`config.mk`:
```
export PLATFORM = sky130hd
export DESIGN_NAME = obstacle_line_fetch
export DESIGN_NICKNAME = d
export VERILOG_FILES = /design/src/rtl/obstacle_pkg.sv /design/src/rtl/obstacle_word_fifo.sv /design/src/rtl/obstacle_line_fetch.sv
export SDC_FILE = /design/constraint.sdc
export NUM_CORES = 1
export LEC_CHECK = 0
export ABC_AREA = 1
export ABC_CLOCK_PERIOD_IN_PS = 2700
export CAP_MARGIN = 20
export CORE_MARGIN = 4
export CORE_UTILIZATION = 40
export CTS_CLUSTER_SIZE = 30
export DETAILED_ROUTE_END_ITERATION = 16
export PLACE_DENSITY = 0.62
export SYNTH_ARGS = -nofsm -noshare
export SYNTH_HDL_FRONTEND = slang
export SYNTH_SLANG_ARGS = --single-unit
```
`constraint.sdc`:
```
create_clock -name clk_clk -period 2.7 [get_ports clk_clk]
set_input_delay 0.54 -clock clk_clk [delete_from_list [all_inputs] [get_ports clk_clk]]
set_output_delay 0.54 -clock clk_clk [all_outputs]
set_load 0.01 [all_outputs]
```
`src/rtl/obstacle_pkg.sv`:
```
// obstacle_pkg: shared widths and FSM state encoding for the obstacle line fetcher.
package obstacle_pkg;
    localparam int OBST_ADDR_W = 11;
    localparam int OBST_DATA_W = 32;
    localparam int PX_PER_WORD = 32;
    typedef enum logic [1:0] {ST_IDLE, ST_FETCH, ST_DRAIN} state_e;
endpackage

```
`src/rtl/obstacle_word_fifo.sv`:
```
// obstacle_word_fifo: 2-entry word FIFO with occupancy output; the caller never pushes when full.
module obstacle_word_fifo
    import obstacle_pkg::*;
(
    input  logic                   clk_i,
    input  logic                   rst_i,
    input  logic                   push_i,
    input  logic                   pop_i,
    input  logic [OBST_DATA_W-1:0] data_i,
    output logic [OBST_DATA_W-1:0] head_o,
    output logic [1:0]             count_o
);
    logic [OBST_DATA_W-1:0] mem_q [2];
    logic                   wr_q, rd_q;
    logic [1:0]             count_q;

    always_ff @(posedge clk_i or posedge rst_i) begin
        if (rst_i) begin
            wr_q    <= 1'b0;
            rd_q    <= 1'b0;
            count_q <= 2'd0;
        end else begin
            if (push_i) wr_q <= ~wr_q;
            if (pop_i) rd_q <= ~rd_q;
            count_q <= count_q + {1'b0, push_i} - {1'b0, pop_i};
        end
    end

    always_ff @(posedge clk_i) begin
        if (push_i) mem_q[wr_q] <= data_i;
    end

    assign head_o  = mem_q[rd_q];
    assign count_o = count_q;
endmodule

```
`src/rtl/obstacle_line_fetch.sv`:
```
// obstacle_line_fetch: Avalon-MM read master streaming one scrolled bitmap row as 1-bit pixels.
// Optional statistics counters are built when OBSTACLE_LINE_FETCH_STATS_EN is defined.
module obstacle_line_fetch
    import obstacle_pkg::*;
#(
    parameter int WORDS_PER_LINE = 20,
    parameter int ROW_BITS       = 7,
    parameter int BASE_ADDR      = 0
) (
    input  logic                   clk_clk,
    input  logic                   reset_reset,
    input  logic                   line_req,
    input  logic [ROW_BITS-1:0]    line_row,
    input  logic [4:0]             scroll_word,
    output logic                   busy,
    output logic                   line_done,
    output logic                   overrun,
    output logic [OBST_ADDR_W-1:0] m_address,
    output logic                   m_chipselect,
    output logic                   m_clken,
    output logic                   m_write,
    output logic [3:0]             m_byteenable,
    output logic [OBST_DATA_W-1:0] m_writedata,
    input  logic [OBST_DATA_W-1:0] m_readdata,
    output logic                   px_valid,
    input  logic                   px_ready,
    output logic                   px_data,
    output logic                   px_last,
    output logic [15:0]            line_count,
    output logic [15:0]            overrun_count
);
    localparam logic [4:0] W_LAST  = 5'(WORDS_PER_LINE - 1);
    localparam logic [4:0] W_NUM   = 5'(WORDS_PER_LINE);
    localparam logic [4:0] BIT_END = 5'(PX_PER_WORD - 1);

    state_e                 state_q, state_d;
    logic [OBST_ADDR_W-1:0] base_q, base_d, addr_q, addr_d, req_base;
    logic [4:0]             widx_q, widx_d, cnt_q, cnt_d, bit_q, bit_d, pops_q, pops_d, scroll_c;
    logic                   cs_q, cs_d, rv_q, done_q, done_d, overrun_q;
    logic                   accept, hs, pop;
    logic [1:0]             occ;
    logic [OBST_DATA_W-1:0] head;

    function automatic logic [4:0] next_idx(input logic [4:0] w);
        return (w == W_LAST) ? 5'd0 : w + 5'd1;
    endfunction

    assign scroll_c = (scroll_word >= W_NUM) ? 5'd0 : scroll_word;
    assign req_base = OBST_ADDR_W'(BASE_ADDR + int'(line_row) * WORDS_PER_LINE);
    // A request coinciding with the done pulse is dropped so lines never overlap.
    assign accept   = (state_q == ST_IDLE) && line_req && !done_q;
    assign px_valid = occ != 2'd0;
    assign px_data  = head[~bit_q];
    assign px_last  = px_valid && (bit_q == BIT_END) && (pops_q == W_LAST);
    assign hs       = px_valid && px_ready;
    assign pop      = hs && (bit_q == BIT_END);

    always_comb begin
        state_d = state_q;
        base_d  = base_q;
        addr_d  = addr_q;
        widx_d  = widx_q;
        cnt_d   = cnt_q;
        cs_d    = 1'b0;
        done_d  = 1'b0;
        bit_d   = hs ? bit_q + 5'd1 : bit_q;
        pops_d  = pop ? pops_q + 5'd1 : pops_q;
        case (state_q)
            ST_IDLE: if (accept) begin
                state_d = (W_LAST == 5'd0) ? ST_DRAIN : ST_FETCH;
                base_d  = req_base;
                addr_d  = req_base + OBST_ADDR_W'(scroll_c);
                widx_d  = next_idx(scroll_c);
                cnt_d   = 5'd1;
                cs_d    = 1'b1;
                bit_d   = 5'd0;
                pops_d  = 5'd0;
            end
            // Buffered plus in-flight words never exceed the two FIFO slots.
            ST_FETCH: if (({1'b0, occ} + {2'b0, cs_q} + {2'b0, rv_q}) < 3'd2) begin
                cs_d   = 1'b1;
                addr_d = base_q + OBST_ADDR_W'(widx_q);
                widx_d = next_idx(widx_q);
                cnt_d  = cnt_q + 5'd1;
                if (cnt_q == W_LAST) state_d = ST_DRAIN;
            end
            ST_DRAIN: if (px_last && px_ready) begin
                state_d = ST_IDLE;
                done_d  = 1'b1;
            end
            default: state_d = ST_IDLE;
        endcase
    end

    always_ff @(posedge clk_clk or posedge reset_reset) begin
        if (reset_reset) begin
            state_q   <= ST_IDLE;
            base_q    <= '0;
            addr_q    <= '0;
            widx_q    <= '0;
            cnt_q     <= '0;
            bit_q     <= '0;
            pops_q    <= '0;
            cs_q      <= 1'b0;
            rv_q      <= 1'b0;
            done_q    <= 1'b0;
            overrun_q <= 1'b0;
        end else begin
            state_q   <= state_d;
            base_q    <= base_d;
            addr_q    <= addr_d;
            widx_q    <= widx_d;
            cnt_q     <= cnt_d;
            bit_q     <= bit_d;
            pops_q    <= pops_d;
            cs_q      <= cs_d;
            rv_q      <= cs_q;
            done_q    <= done_d;
            overrun_q <= overrun_q | (line_req && state_q != ST_IDLE);
        end
    end

    obstacle_word_fifo u_fifo (
        .clk_i   (clk_clk),
        .rst_i   (reset_reset),
        .push_i  (rv_q),
        .pop_i   (pop),
        .data_i  (m_readdata),
        .head_o  (head),
        .count_o (occ)
    );

`ifdef OBSTACLE_LINE_FETCH_STATS_EN
    logic [15:0] lines_q, ovr_cnt_q;
    always_ff @(posedge clk_clk or posedge reset_reset) begin
        if (reset_reset) begin
            lines_q   <= '0;
            ovr_cnt_q <= '0;
        end else begin
            if (done_d && lines_q != 16'hFFFF) lines_q <= lines_q + 16'd1;
            if (line_req && !accept && ovr_cnt_q != 16'hFFFF) ovr_cnt_q <= ovr_cnt_q + 16'd1;
        end
    end
    assign line_count    = lines_q;
    assign overrun_count = ovr_cnt_q;
`else
    assign line_count    = 16'd0;
    assign overrun_count = 16'd0;
`endif

    assign busy         = state_q != ST_IDLE;
    assign line_done    = done_q;
    assign overrun      = overrun_q;
    assign m_address    = addr_q;
    assign m_chipselect = cs_q;
    assign m_clken      = 1'b1;
    assign m_write      = 1'b0;
    assign m_byteenable = 4'hF;
    assign m_writedata  = '0;
endmodule

```
==> results of run 1 <==
-- timing repair --
| action | CTS | global route |
|---|---|---|
| setup buffers | 3 | 0 |
| resized for setup | 9 | 7 |
| setup endpoints to repair | 2 | 1 |
| pin swaps | 0 | 1 |
-- registers in the layout (all words and copies together) (netlist names) --
name	count
u_fifo.mem_q	64
m_address	11
base_q	9
bit_q	5
cnt_q	5
pops_q	5
widx_q	5
state_q	2
u_fifo.count_o	2
line_done	1
m_chipselect	1
overrun	1
rv_q	1
u_fifo.rd_q	1
u_fifo.wr_q	1
-- metrics by stage --
step / std cells / hold WS [ns] / TNS, ns
floorplan: 759 / 0.435 / 0
global placement: 972 / 0.435 / -0.349
detailed placement: 972 / 0.428 / -0.657
CTS: 1005 / 0.441 / 0
global route: 1005 / 0.450 / 0
finish: 1005 / 0.436 / 0
-- placed cells by master, fill, tap and decap left out, drive strengths merged, types with 6 or more instances in the layout --
cell type      instances
clkdlybuf4s50         63
inv                   61
a31oi                  8
clkinv                 7
xor2                   6
nand4                  8
buf                   29
conb                  70
a21oi                 30
clkbuf                19
o211ai                 8
ha                    25
edfxtp                64
dfrtp                 50
nand3                 43
nand2                114
nor3                  12
o21ai                 51
nor2                  99
-- cell families (layout without fill, tap and decap cells) --
family	after synthesis	count (layout)
AO/OA/AOI/OAI	102	102
XOR/XNOR	9	9
adder cells (fa/ha/maj)	28	28
buffers and inverters	151	186
flip-flops	114	114
other	2	70
AND/OR/NAND/NOR	285	285
-- per-layer routing --
| layer | wire length, um | up-vias | global-route usage (%) |
|---|---|---|---|
| li1 | - | 2353 | - |
| met3 | 826 | 13 | 4.08 |
| met2 | 6630 | 159 | 26.0 |
| met4 | 173 | 0 | 6.51 |
| met1 | 6080 | 2225 | 19.8 |
| met5 | 0 | - | 0 |
-- power by group through the flow --
stage / combinational, mW / clock (mW) / sequential, mW
2_1_floorplan: 2.14 / 0 / 2.80
3_3_place_gp: 2.92 / 0 / 2.87
3_5_place_dp: 2.99 / 0 / 2.89
4_1_cts: 3.07 / 2.33 / 2.85
5_1_grt: 3.46 / 2.42 / 2.92
6_report: 3.04 / 2.29 / 2.86
-- worst max-delay path, stage by stage, from the launching register on --
cell and delay, ns:
dfrtp_1 0.42, buf_6 0.16, or2_2 0.29, nand3_1 0.07, o21ai_1 0.08, nand2_1 0.06
nand2_1 0.05, nor2_1 0.11, nand2_1 0.06, nand3b_1 0.08, nand2_1 0.07, clkbuf_2 0.13
-- worst paths after layout --
check / end / slack (ns) / cells past startpoint
max: px_data / 0.16 / 11
min: rv_q / 0.44 / 0
max reg2reg: m_address[8] / 0.28 / 9
min reg2reg: rv_q / 0.44 / 0
max in group asynchronous: bit_q[1] / 1.66 / 3
min in group asynchronous: m_address[0] / 0.49 / 2
-- cell type report --
type,instances,area (sq um),share of cell area (%)
Clock buffer,18,429,5.60
Clock inverter,12,166,2.17
Inverter,62,236,3.08
Multi-Input combinational cell,494,2510,32.8
Sequential cell,114,3180,41.4
Tap cell,211,264,3.44
Timing Repair Buffer,94,886,11.5
==> results.txt, run 1 <==
layout cell share with drive strength beyond 1 = 10.3%
largest family of logic cells by synthesized area = simple AND/OR/NAND/NOR gates
Cell Area, Synth = 6290 sq um
Relative slew margins = 60.8%
Pwr Total = 8.18 mW
YS warnings = 0
Final Hold Viols = 0
via count = 4750
Routed WL = 13.7 mm
first-pass iteration count of the detailed router = 5
Flop pwr share = 34.9%
Starting Density = 41.0%
DRT antenna net count = 0
fmax = 394 MHz
Tcrit/Tclk final = 93.9%
most frequent cell after synthesis = nand2_1
H-tree depth = 4
Finished Cell Area = 7670 sq um
Inserted Clock Buffers = 17
Crit path required time = 2.16 ns
Cell Area, Placed = 7040 sq um
proportion of synthesized area in mux cells = 0%
Simple-Gate Fraction of Synth Area = 19.6%
Worst-Margin Slew = 0.583 ns
Hold Path Class = reg2reg
Post-Synth Adder-Cell Area = 5.93%
Worst-path clk slew = 0.05 ns
leakage power = 3.40 nW
Syn Inst Count = 691
initial antenna violation count = 0
clk_skew = 0.00441 ns
kind of start point of the critical path = flip-flop
fillers = 1383
Synth Area in Compound Gates = 8.90%
CP Data Arrival Time = 2.00 ns
Worst-Skew Late Latency = 0.41 ns
area leader, netlist = edfxtp_1
CTS tree = yes
clk buf depth = 2
WS Path Type = reg2out
vias per inst = 4.73
port buffer count = 65
Die W = 133 um
first-pass GRT wire length = 22.3 mm
VDD IR max = 0.000489 V
Critical R2R Launch = widx_q[2]
Worst Setup SP = u_fifo.rd_q
# IOs = 136
Final Max Slew Viols = 0
GRT Overall Usage = 15.8%
ys async rst share = 43.9%
CTS root buf = clkbuf_16
Sw Share = 36.5%
Tmin final = 2.54 ns
setup violators final = 0
status = finished, final reports clean
Detail Placement HPWL = 9.64 mm
Synth Area in XOR/XNOR = 1.25%
core area = 15300 sq um
clock share of power = 27.9%
Netlist cell types = 40
crit-path max FO = 11
most instantiated cells after synthesis = nand2_1 (111), nor2_1 (97), buf_4 (74)
switching pwr = 2.99 mW
DR WL/cell = 13.6 um
Final nets = 859
ANT cells = 0
synth top area cells = edfxtp_1 (31%), dfrtp_1 (20%), buf_4 (8.8%)
GP Congestion = 0.833
area grow syn2layout = 22.0%
sequential area share after synthesis = 50.5%
Yosys top cell area share = 30.6%
vias in the first global route = 4592
Max-cap violations = 0
# clock sinks = 114
Main synth FF type = edfxtp_1
cts hold-fix bufs = 0
post-layout util = 50.1%
initial drt markers = 299
drt drc = 0
CP endpoint kind = output port
row cnt = 45
pre-CTS setup slack = -0.206 ns
Power Density = 1070 nW/um^2
Worst Min Path Start = m_chipselect
Die Ht = 133 um
unrepaired setup endpoints after global routing = false
combinational power share = 37.1%
syn avg cell area = 9.10 sq um
gr ovfl total = 0
Die ar. = 17800 sq um
Post-synth EDFFs = 64
worst setup margin = 0.164 ns
Int Pwr = 5.19 mW
Yosys reg bits = 114
largest net degree at the start of global routing = 33
No activity file was read; power rests on OpenSTA's default activity.
==> run 2, diff against run 1 <==
Settings changed: ABC_AREA 1 to default, HOLD_SLACK_MARGIN from default to 0.06, PLACE_DENSITY 0.62 to 0.63.
==> results.txt, run 2 <==
status = complete, but fails checks
failing checks = negative setup slack
unrepaired setup endpoints after global routing = true
initial antenna violation count = 0
largest net degree at the start of global routing = 33
Worst-Skew Late Latency = 0.41 ns
Crit path required time = 2.16 ns
CTS tree = yes
register area = 3180 sq um
Reg2Reg Depth = 11
cts hold-fix bufs = 0
leakage power = 3.16 nW
ANT cells = 0
Final Max Slew Viols = 0
Yosys reg bits = 114
GP Congestion = 0.862
Routed WL = 12.0 mm
ys async rst share = 43.9%
Post-synth EDFFs = 64
Relative slew margins = 62.0%
crit-path max FO = 4
DRT antenna net count = 0
syn avg cell area = 12.1 sq um
worst setup margin = -0.0980 ns
Die Ht = 131 um
Multi-input gate area = 2580 sq um
sequential area share after synthesis = 52.3%
reg-to-reg endpoint = u_fifo.count_o[1]
fillers = 1291
via count = 3946
area leader, netlist = edfxtp_1
first-pass iteration count of the detailed router = 5
Cell Area, Synth = 6060 sq um
GRT Overall Usage = 14.4%
Power Density = 1020 nW/um^2
WS Path Type = reg2out
Biggest register = u_fifo.mem_q
Final Hold Viols = 0
most common cell after layout, fill and taps aside = conb_1
core area = 14700 sq um
most instantiated cells after synthesis = buf_4 (72), edfxtp_1 (64), dfrtp_1 (50)
Critical R2R Launch = bit_q[0]
Worst Min Path Start = m_chipselect
Max-cap violations = 0
CP Data Arrival Time = 2.26 ns
row cnt = 44
layout cell share with drive strength beyond 1 = 19.6%
initial drt markers = 191
Tmin final = 2.80 ns
Starting Density = 41.3%
clk buf depth = 2
most frequent cell after synthesis = buf_4
fmax = 357 MHz
VDD IR max = 0.000534 V
Worst-Margin Slew = 0.565 ns
Pwr Total = 7.73 mW
hold depth = 0
CTS root buf = clkbuf_16
Die W = 131 um
# clock sinks = 114
port buffer count = 65
max reg flops = 64
first-pass GRT wire length = 20.0 mm
Inserted Clock Buffers = 17
kind of start point of the critical path = flip-flop
Main synth FF type = edfxtp_1
DR WL/cell = 14.8 um
CP endpoint kind = output port
Netlist cell types = 57
# IOs = 136
area grow syn2layout = 25.5%
Syn Inst Count = 500
vias per inst = 4.87
drt drc = 0
Tcrit/Tclk final = 104%
Hold Path Class = reg2reg
clk_skew = 0.00583 ns
Worst-path clk slew = 0.05 ns
Yosys top cell area share = 31.7%
Detail Placement HPWL = 8.65 mm
vias in the first global route = 4122
setup violators final = 1
gr ovfl total = 0
YS warnings = 0
Reg2Reg Setup Slack = 0.48 ns
synth top area cells = edfxtp_1 (32%), dfrtp_1 (21%), buf_4 (8.9%)
Final nets = 689
hold endpoint = rv_q
Die ar. = 17200 sq um
most frequent cells in the layout = conb_1 (70), edfxtp_1 (64), clkdlybuf4s50_1 (60)
Worst Hold Slack = 0.446 ns
H-tree depth = 4
==> run 2: metal layers <==
layer / GRT usage [%] / vias up / share of wire, %
li1: - / 1885 / -
met1: 17.1 / 1911 / 42
met2: 24.7 / 131 / 50
met3: 4.40 / 19 / 5.8
met4: 5.72 / 0 / 1.6
met5: 0 / - / 0
==> run 2: timing repair <==
item,in CTS,in global routing
pin swaps,4,1
gates resized for setup,20,9
endpoints found under the setup margin,4,3
setup buffers,7,1
==> run 2: worst max-delay path: stages (launching register included) <==
cell and delay [ns]:
dfrtp_2 0.44, buf_4 0.13, buf_4 0.12, mux4_2 0.51, mux2_2 0.28, a21oi_1 0.14
nor3_1 0.07, buf_2 0.15
==> run 2: cell families (layout without fill, tap and decap cells) <==
family	count (synthesis)	in the layout	share of synthesized area [%]
compound gates	76	76	8.42
xor+xnor	29	29	4.54
fa+ha+maj	28	28	6.15
buf+inv	97	155	10.6
flops	114	114	52.3
mux	24	24	7.37
other cells	2	70	0.124
simple gates	130	130	10.4
==> run 2: where the power goes <==
group          internal [mW]  switching (mW)  total, mW
Combinational           1.26            1.49       2.75
Sequential              2.48           0.369       2.85
Clock                   1.35           0.785       2.13
==> run 2: worst max-delay path by stage <==
stage	slack (ns)	cells past startpoint	start	end
after floorplan	0.03	8	line_row[1]	m_address[10]
after global placement	-0.51	8	line_row[1]	m_address[10]
after detailed placement	-0.58	8	line_row[1]	m_address[10]
after CTS	-0.14	7	u_fifo.rd_q	px_data
after global routing	-0.21	7	u_fifo.rd_q	px_data
final	-0.1	7	u_fifo.rd_q	px_data
==> run 2: per-stage QoR <==
step                std cells  util (%)  instance area [sq um]  TNS (ns)  setup WS, ns
CTS                       809      51.6                   7580    -0.144        -0.144
global placement          770      47.1                   6920     -1.74        -0.507
global route              810      51.8                   7610    -0.212        -0.212
floorplan                 568         -                   6330         0        0.0300
finish                    810      51.8                   7610   -0.0980       -0.0980
detailed placement        770      47.1                   6920     -2.01        -0.577
==> run 2: area by class of cell <==
class	count	area share, %
timing repair buffer	110	13.3
sequential	114	41.7
inverter	13	0.641
clock inverter	14	1.82
tap	184	3.02
clock buffer	18	5.64
multi-input combinational	357	33.9
==> run 3, diff against run 2 <==
Settings changed: CORE_MARGIN 4 to 2, SETUP_SLACK_MARGIN from default to 0.05.
==> results.txt, run 3 (synthesis results as in run 2) <==
layout cell share with drive strength beyond 1 = 19.3%
Hold Path Class = in2async
clk buf depth = 2
kind of start point of the critical path = flip-flop
GP Congestion = 0.805
first-pass GRT wire length = 19.7 mm
Final Max Slew Viols = 0
Inserted Clock Buffers = 17
VDD IR max = 0.000510 V
DR WL/cell = 14.8 um
gr ovfl total = 0
CP Data Arrival Time = 2.23 ns
fmax = 361 MHz
Starting Density = 40.3%
Die Ht = 127 um
Max-cap violations = 0
row cnt = 45
Power Density = 1040 nW/um^2
cts hold-fix bufs = 0
most frequent cells in the layout = conb_1 (70), edfxtp_1 (64), clkdlybuf4s50_1 (57)
Detail Placement HPWL = 8.49 mm
crit-path max FO = 5
WS Path Type = reg2out
DRT antenna net count = 0
via count = 3977
initial antenna violation count = 0
setup violators final = 1
Biggest register = u_fifo.mem_q
area grow syn2layout = 26.8%
GRT Overall Usage = 15.7%
Worst-Skew Late Latency = 0.41 ns
max reg flops = 64
fillers = 1284
first-pass iteration count of the detailed router = 4
Crit path required time = 2.16 ns
clk_skew = 0.00594 ns
clock share of power = 29.4%
core area = 15000 sq um
switching pwr = 2.63 mW
Flop pwr share = 35.9%
Final nets = 686
Die W = 127 um
non-filler instance count after layout = 809
leakage power = 3.18 nW
CP endpoint kind = output port
status = complete, but fails checks
initial drt markers = 176
Int Pwr = 5.35 mW
unrepaired setup endpoints after global routing = true
drt drc = 0
Worst-path clk slew = 0.05 ns
Cell Area, Placed = 6950 sq um
Die ar. = 16200 sq um
post-layout util = 51.2%
# clock sinks = 114
CTS root buf = clkbuf_16
failing checks = negative setup slack
largest net degree at the start of global routing = 33
combinational power share = 34.7%
Tcrit/Tclk final = 103%
Final Hold Viols = 0
H-tree depth = 4
Finished Cell Area = 7690 sq um
placed insts = 777
CTS tree = yes
Sw Share = 33.0%
Routed WL = 12.0 mm
vias in the first global route = 4091
ANT cells = 0
Pwr Total = 7.99 mW
# IOs = 136
Tmin final = 2.77 ns
most common cell after layout, fill and taps aside = conb_1
worst setup margin = -0.0680 ns
vias per inst = 4.92
port buffer count = 65
## run 3: cell count changes in the layout (fill, tap and decap cells not counted), sizes merged
cell           change
clkbuf             -1
clkinv             -1
inv                -2
dlygate4sd2        +3
bufinv             +3
clkdlybuf4s50      -3
buf                -3
clkinvlp           -1
## run 3: metrics by stage
stage,hold slack [ns],TNS [ns],setup slack (ns)
floorplan,0.436,0,0.112
global route,0.469,-0.193,-0.193
global placement,0.436,-1.63,-0.461
CTS,0.443,-0.0920,-0.0920
detailed placement,0.444,-1.75,-0.536
finish,0.436,-0.0680,-0.0680
## run 3: area by class of cell
class	instances	area (sq um)	area share (%)
Clock inverter	13	193	2.51
Sequential cell	114	3180	41.3
Clock buffer	17	425	5.53
Timing Repair Buffer	107	985	12.8
Multi-Input combinational cell	357	2630	34.2
Inverter	13	48.8	0.635
Tap cell	188	235	3.06
## run 3: final timing paths
kind	from	endpoint	slack, ns	cells past startpoint
worst min-delay path	reset_reset	cnt_q[0]	0.44	2
worst min register to register	overrun	overrun	0.45	1
max in group asynchronous	reset_reset	m_address[2]	1.69	3
min in group clk_clk	overrun	overrun	0.45	1
worst max register to register	bit_q[0]	u_fifo.count_o[1]	0.36	11
worst max-delay path	u_fifo.rd_q	px_data	-0.07	5
## run 3: per-layer routing
metal  vias up  track usage, %  wire length [um]  part of all wire (%)
li1       1867               -                 -                     -
met1      1958            18.2              5080                    42
met2       130            27.3              6050                    51
met3        22            5.07               627                   5.2
met4         0            6.21               214                   1.8
met5         -               0                 0                     0
## run 3: critical path, cell delays in order, from the launching register on
cell       delay (ns)
dfrtp_2          0.46
mux4_2           0.53
mux2_4           0.30
a2111oi_4        0.30
nor3_2           0.08
buf_2            0.14
## run 3: repair_timing
| action | CTS | global route |
|---|---|---|
| resized for setup | 25 | 11 |
| hold endpoints to repair | 0 | 0 |
| pin swaps | 4 | 4 |
| buffers inserted | 1 | 1 |
| setup endpoints to repair | 4 | 3 |
## run 3: power groups by stage
stage | combinational [mW] | sequential (mW) | clock (mW)
3_5_place_dp | 2.72 | 2.90 | 0
3_3_place_gp | 2.67 | 2.86 | 0
5_1_grt | 3.11 | 2.93 | 2.47
4_1_cts | 2.77 | 2.87 | 2.39
2_1_floorplan | 1.87 | 2.79 | 0
6_report | 2.77 | 2.86 | 2.35
